### src/rtl/lcd_bit_sequencer.sv
// lcd_bit_sequencer
// Accepts a 32-bit LCD word over valid/ready and latches it. It then steps the
// 32:1 bit-select decoder through every bit, one bit per LCD serial clock. It
// also generates sclk, the active-low chip select, and frame status.
//
// Optional build macro: LCD_SEQ_MSB_FIRST_EN
//   defined   -> bits are sent MSB first (sel 31 down to 0)
//   undefined -> bits are sent LSB first (sel 0 up to 31)
//
// Ports:
//   clk, rst            system clock, async active-high reset
//   word_in, word_valid word to serialize and its valid strobe
//   word_ready          high while idle (a word can be accepted)
//   div                 sclk half-period minus one, sampled at accept
//   data_word, sel, en  drive the decoder (data_in, sel, enable)
//   sclk, cs_n          LCD serial clock (idle low) and chip select
//   busy, done          frame in progress / one-cycle completion pulse
//
// state | meaning
// IDLE  | waiting for a word; cs_n high, sclk low
// LOW   | sclk low for H cycles; decoder output settles
// HIGH  | sclk high for H cycles; LCD samples on the rising edge
// HOLD  | sclk low, cs_n still low for H cycles (CS hold time)
`timescale 1ns/1ps
module lcd_bit_sequencer #(
  parameter int DIV_W = 8
) (
  input  logic             clk,
  input  logic             rst,
  input  logic [31:0]      word_in,
  input  logic             word_valid,
  output logic             word_ready,
  input  logic [DIV_W-1:0] div,
  output logic [31:0]      data_word,
  output logic [4:0]       sel,
  output logic             en,
  output logic             sclk,
  output logic             cs_n,
  output logic             busy,
  output logic             done
);

  typedef enum logic [1:0] {IDLE, LOW, HIGH, HOLD} state_t;

`ifdef LCD_SEQ_MSB_FIRST_EN
  localparam logic [4:0] FIRST_IDX = 5'd31;
  localparam logic [4:0] LAST_IDX  = 5'd0;
`else
  localparam logic [4:0] FIRST_IDX = 5'd0;
  localparam logic [4:0] LAST_IDX  = 5'd31;
`endif

  state_t           state;
  logic [DIV_W-1:0] div_q;
  logic [DIV_W-1:0] cnt;
  logic [4:0]       sel_next;

`ifdef LCD_SEQ_MSB_FIRST_EN
  assign sel_next = sel - 5'd1;
`else
  assign sel_next = sel + 5'd1;
`endif

  assign word_ready = (state == IDLE);

  // Each phase loads cnt with div_q on entry. The phase ends on the cycle in
  // which cnt is 0, so every phase lasts div_q+1 cycles. The counter never
  // counts past div_q, so an all-ones div cannot overflow it.
  always_ff @(posedge clk or posedge rst) begin
    if (rst) begin
      state     <= IDLE;
      div_q     <= '0;
      cnt       <= '0;
      data_word <= '0;
      sel       <= '0;
      en        <= 1'b0;
      sclk      <= 1'b0;
      cs_n      <= 1'b1;
      busy      <= 1'b0;
      done      <= 1'b0;
    end else begin
      done <= 1'b0;
      case (state)
        IDLE: begin
          if (word_valid) begin
            data_word <= word_in;
            div_q     <= div;
            cnt       <= div;
            sel       <= FIRST_IDX;
            en        <= 1'b1;
            cs_n      <= 1'b0;
            busy      <= 1'b1;
            state     <= LOW;
          end
        end
        LOW: begin
          if (cnt == '0) begin
            cnt   <= div_q;
            sclk  <= 1'b1;
            state <= HIGH;
          end else begin
            cnt <= cnt - 1'b1;
          end
        end
        HIGH: begin
          if (cnt == '0) begin
            cnt  <= div_q;
            sclk <= 1'b0;
            if (sel == LAST_IDX) begin
              state <= HOLD;
            end else begin
              sel   <= sel_next;
              state <= LOW;
            end
          end else begin
            cnt <= cnt - 1'b1;
          end
        end
        HOLD: begin
          if (cnt == '0) begin
            cs_n  <= 1'b1;
            en    <= 1'b0;
            busy  <= 1'b0;
            done  <= 1'b1;
            state <= IDLE;
          end else begin
            cnt <= cnt - 1'b1;
          end
        end
        default: state <= IDLE;
      endcase
    end
  end

endmodule

### config.mk
export PLATFORM = sky130hd
export DESIGN_NAME = lcd_bit_sequencer
export DESIGN_NICKNAME = d
export VERILOG_FILES = /design/src/rtl/lcd_bit_sequencer.sv
export SDC_FILE = /design/constraint.sdc
export NUM_CORES = 1
export LEC_CHECK = 0
export ABC_AREA = 1
export ABC_CLOCK_PERIOD_IN_PS = 4250
export CAP_MARGIN = 10
export CELL_PAD_IN_SITES_DETAIL_PLACEMENT = 1
export CELL_PAD_IN_SITES_GLOBAL_PLACEMENT = 1
export CORE_MARGIN = 2
export CORE_UTILIZATION = 25
export CTS_CLUSTER_SIZE = 14
export DETAILED_ROUTE_END_ITERATION = 10
export PLACE_DENSITY = 0.7
export SYNTH_ARGS = -nofsm -noshare
export SYNTH_HDL_FRONTEND = slang
export SYNTH_SLANG_ARGS = --single-unit
### constraint.sdc
create_clock -name clk -period 4.25 [get_ports clk]
set_clock_uncertainty 0.15 [all_clocks]
set_input_delay 0.6375 -clock clk [delete_from_list [all_inputs] [get_ports clk]]
set_output_delay 0.6375 -clock clk [all_outputs]
set_load 0.02 [all_outputs]
==> run summary <==
- **power per unit of standard cell area** 768 nW/um^2
- **count of mapped cells out of synthesis** 374
- **Congestion Overflow GR** 0
- **type of the most critical hold path** reg -> reg
- **final routed wirelength across all metal layers** 8540 um
- **clock tree from TritonCTS** built
- **clock sinks** 59
- **share of the clock period used by the worst path after layout** 68.3%
- **DP Cell Count** 590
- **synthesized netlist net count** 424
- **#FFs+latches synth** 59
- **Clock Power Share** 22.9%
- **global-route total usage across every layer** 14.4%
- **final cell utilization of the core** 36.8%
- **WHS Path Cells** 2
- **slew at the pin closest to its max-slew limit** 1000 ps
- **routability cong.** 0.777
- **final sum of negative setup slack** 0 ps
- **Peak VDD IR** 0.274 mV
- **share of synthesized area occupied by flip-flops and latches** 50.8%
- **number of warning messages in the yosys log** 0
- **detailed placement HPWL** 6010 um
- **Total Die Area** 12,500 sq um
- **sequential power share** 30.3%
- **post-detailed-route via-to-cell ratio** 4.48
- **floorplan die height** 112 um
- **number of nets with antenna violations after routing** 0
- **standard-cell rows** 39
- **switching portion of total power** 42.1%
- **Relative slew margins** 33.2%
- **largest fanout on the critical path** 14
- **Max-cap violations** 0
- **wire length of the first global-routing pass** 14,600 um
- **Final Critical Period** 2900 ps
- **number of antenna violations at the first check in global routing** 0
- **initial core utilization** 25.6%
- **Setup Slack @ Placement** 1700 ps
- **critical path class** reg -> out
- **final standard cell count with taps included and fillers excluded** 606
- **number of global-route vias before repair** 3,008
- **worst-case hold slack** 328 ps
- **Final Hold Violating Endpoints** 0
- **clock latency reported for the late side of the worst-skew pair** 320 ps
- **startpoint class of the critical path** flip-flop
- **final setup violating endpoints** 0
- **outcome** completed
- **H-tree levels** 3
- **First-pass DRT Iterations** 4
- **Comb pwr share** 46.8%
- **reg2reg path depth** 6
- **CORE AREA** 11,400 sq um
- **clk buf depth** 2
- **P_int** 0.00186 W
- **CP arrival** 2120 ps
- **remaining design rule violation count** 0
- **Cell Area, Synth** 2910 sq um
- **Max Freq** 0.344 GHz
- **crit path setup slack, layout** 1350 ps
- **growth of design area from synthesis to finish** 43.8%
- **syn avg cell area** 7.78 sq um
- **master cell of the clock root buffer** sky130_fd_sc_hd__clkbuf_16
- **average routed wire per standard cell** 14.1 um
- **Die Width** 112 um
- **static leakage power** 2.06 nW
- **max-slew violation count** 0
- **Synth cell types** 29
- **Post-layout nets** 508
- **Clk pin slew, worst setup/hold paths** 50 ps
- **pin count of the biggest net entering global routing** 51
- **Worst Path Required** 3460 ps
- **net switching power** 0.00135 W
- **number of instances resized during post-cts repair** 0
- **fraction of final layout cells sized beyond drive strength 1** 6.91%
- **endpoint type of the worst setup path** primary output
- **post-CTS setup-driven buffer insertion count** 0
- **number of buffers added by the clock tree synthesis step** 9
- **# IOs** 86
- **via total after detailed routing** 2,717
- **number of DRC violations after detailed-routing iteration 0** 92
- **Port Buffers** 85
- **# diodes** 0
- **number of hold-repair buffers added at the cts stage** 0
- **setup repair after global routing missed its margin** false
==> power by group through the flow <==
stage / registers (W) / logic, W / clock network (W)
2_1_floorplan: 0.00113 / 0.000775 / 0
3_5_place_dp: 0.000977 / 0.00151 / 0
6_report: 0.000973 / 0.00150 / 0.000735
4_1_cts: 0.000977 / 0.00152 / 0.000754
3_3_place_gp: 0.000972 / 0.00146 / 0
5_1_grt: 0.00101 / 0.00169 / 0.000780
==> sequential cells by signal (all words and copies together) (netlist names) <==
name / cells
state: 2
sel: 5
cs_n: 1
busy: 1
cnt: 8
sclk: 1
div_q: 8
data_word: 32
done: 1
==> synthesized netlist by cell type <==
library cell	count	share of area, %
sky130_fd_sc_hd__nand2_1	180	23
sky130_fd_sc_hd__dfrtp_1	58	50
sky130_fd_sc_hd__inv_1	32	4.1
sky130_fd_sc_hd__o21ai_0	21	3.6
sky130_fd_sc_hd__nand3_1	18	3.1
sky130_fd_sc_hd__nor2_1	13	1.7
sky130_fd_sc_hd__clkbuf_1	11	1.4
sky130_fd_sc_hd__a21oi_1	9	1.5
sky130_fd_sc_hd__ha_1	7	3.0
sky130_fd_sc_hd__inv_2	3	0.39
sky130_fd_sc_hd__nand4_1	2	0.43
sky130_fd_sc_hd__nor2_4	2	0.77
sky130_fd_sc_hd__xor2_1	2	0.60
sky130_fd_sc_hd__buf_4	1	0.26
sky130_fd_sc_hd__buf_6	1	0.39
sky130_fd_sc_hd__clkbuf_8	1	0.47
sky130_fd_sc_hd__dfstp_2	1	0.90
sky130_fd_sc_hd__inv_6	1	0.30
sky130_fd_sc_hd__nand2_2	1	0.22
sky130_fd_sc_hd__nand2_4	1	0.39
sky130_fd_sc_hd__nand2_8	1	0.69
sky130_fd_sc_hd__nand3b_1	1	0.26
sky130_fd_sc_hd__nor2_8	1	0.69
sky130_fd_sc_hd__nor3_1	1	0.17
sky130_fd_sc_hd__o21ai_4	1	0.56
sky130_fd_sc_hd__o22ai_1	1	0.22
sky130_fd_sc_hd__o31ai_1	1	0.26
sky130_fd_sc_hd__or2_1	1	0.22
sky130_fd_sc_hd__or2_2	1	0.22
==> cell type report <==
type	instances	area (sq um)
Tap cell	143	179
Multi-Input combinational cell	265	1220
Clock inverter	6	63.8
Timing Repair Buffer	87	866
Inverter	36	140
Clock buffer	10	239
Fill cell	1401	7190
Sequential cell	59	1480
==> layer usage <==
layer	vias to the layer above	global-route usage, %	share of wire [%]
met4	0	3.54	0.94
met1	1328	17.3	44
met3	4	6.53	8.1
li1	1312	-	-
met5	-	0	0
met2	73	23.6	47
==> stage by stage <==
| step | area [sq um] | total power, W |
|---|---|---|
| after floorplan | 2910 | 0.00190 |
| after global placement | 3880 | 0.00243 |
| after detailed placement | 3880 | 0.00248 |
| after CTS | 4180 | 0.00326 |
| after global routing | 4180 | 0.00348 |
| final | 4180 | 0.00321 |
==> cells in the final DEF (no fill, tap or decap), drive strengths merged <==
cell / n
clkdlybuf4s50: 85
bufinv: 1
nand3: 18
ha: 7
nand3b: 1
o31ai: 1
dfrtp: 58
xor2: 2
dfstp: 1
a21oi: 9
o21ai: 22
inv: 37
clkinv: 2
clkbuf: 10
o22ai: 1
or2: 2
clkinvlp: 2
nor2: 16
nand4: 2
nor3: 1
nand2: 183
buf: 2
==> worst paths after layout <==
check	start	endpoint	slack, ps
max	state[1]	word_ready	1350
max in group asynchronous	rst	cs_n	2480
min	data_word[16]	data_word[16]	330
min in group asynchronous	rst	data_word[13]	580
max reg2reg	state[1]	data_word[23]	1730
min reg2reg	data_word[16]	data_word[16]	330
==> logic make-up after synthesis <==
| group | synth area share (%) |
|---|---|
| DFF | 50.8 |
| xor gates and xnor gates | 0.602 |
| and+or+nand+nor | 32.0 |
| buffers and inverters | 7.36 |
| AOI/OAI and AO/OA | 6.19 |
| adders and majority gates | 3.01 |
==> critical path, stage by stage (launching register included) <==
cell	delay [ps]
sky130_fd_sc_hd__dfrtp_1	410
sky130_fd_sc_hd__inv_1	130
sky130_fd_sc_hd__ha_1	540
sky130_fd_sc_hd__clkdlybuf4s50_1	710
Power figures use the tool's default switching activity.
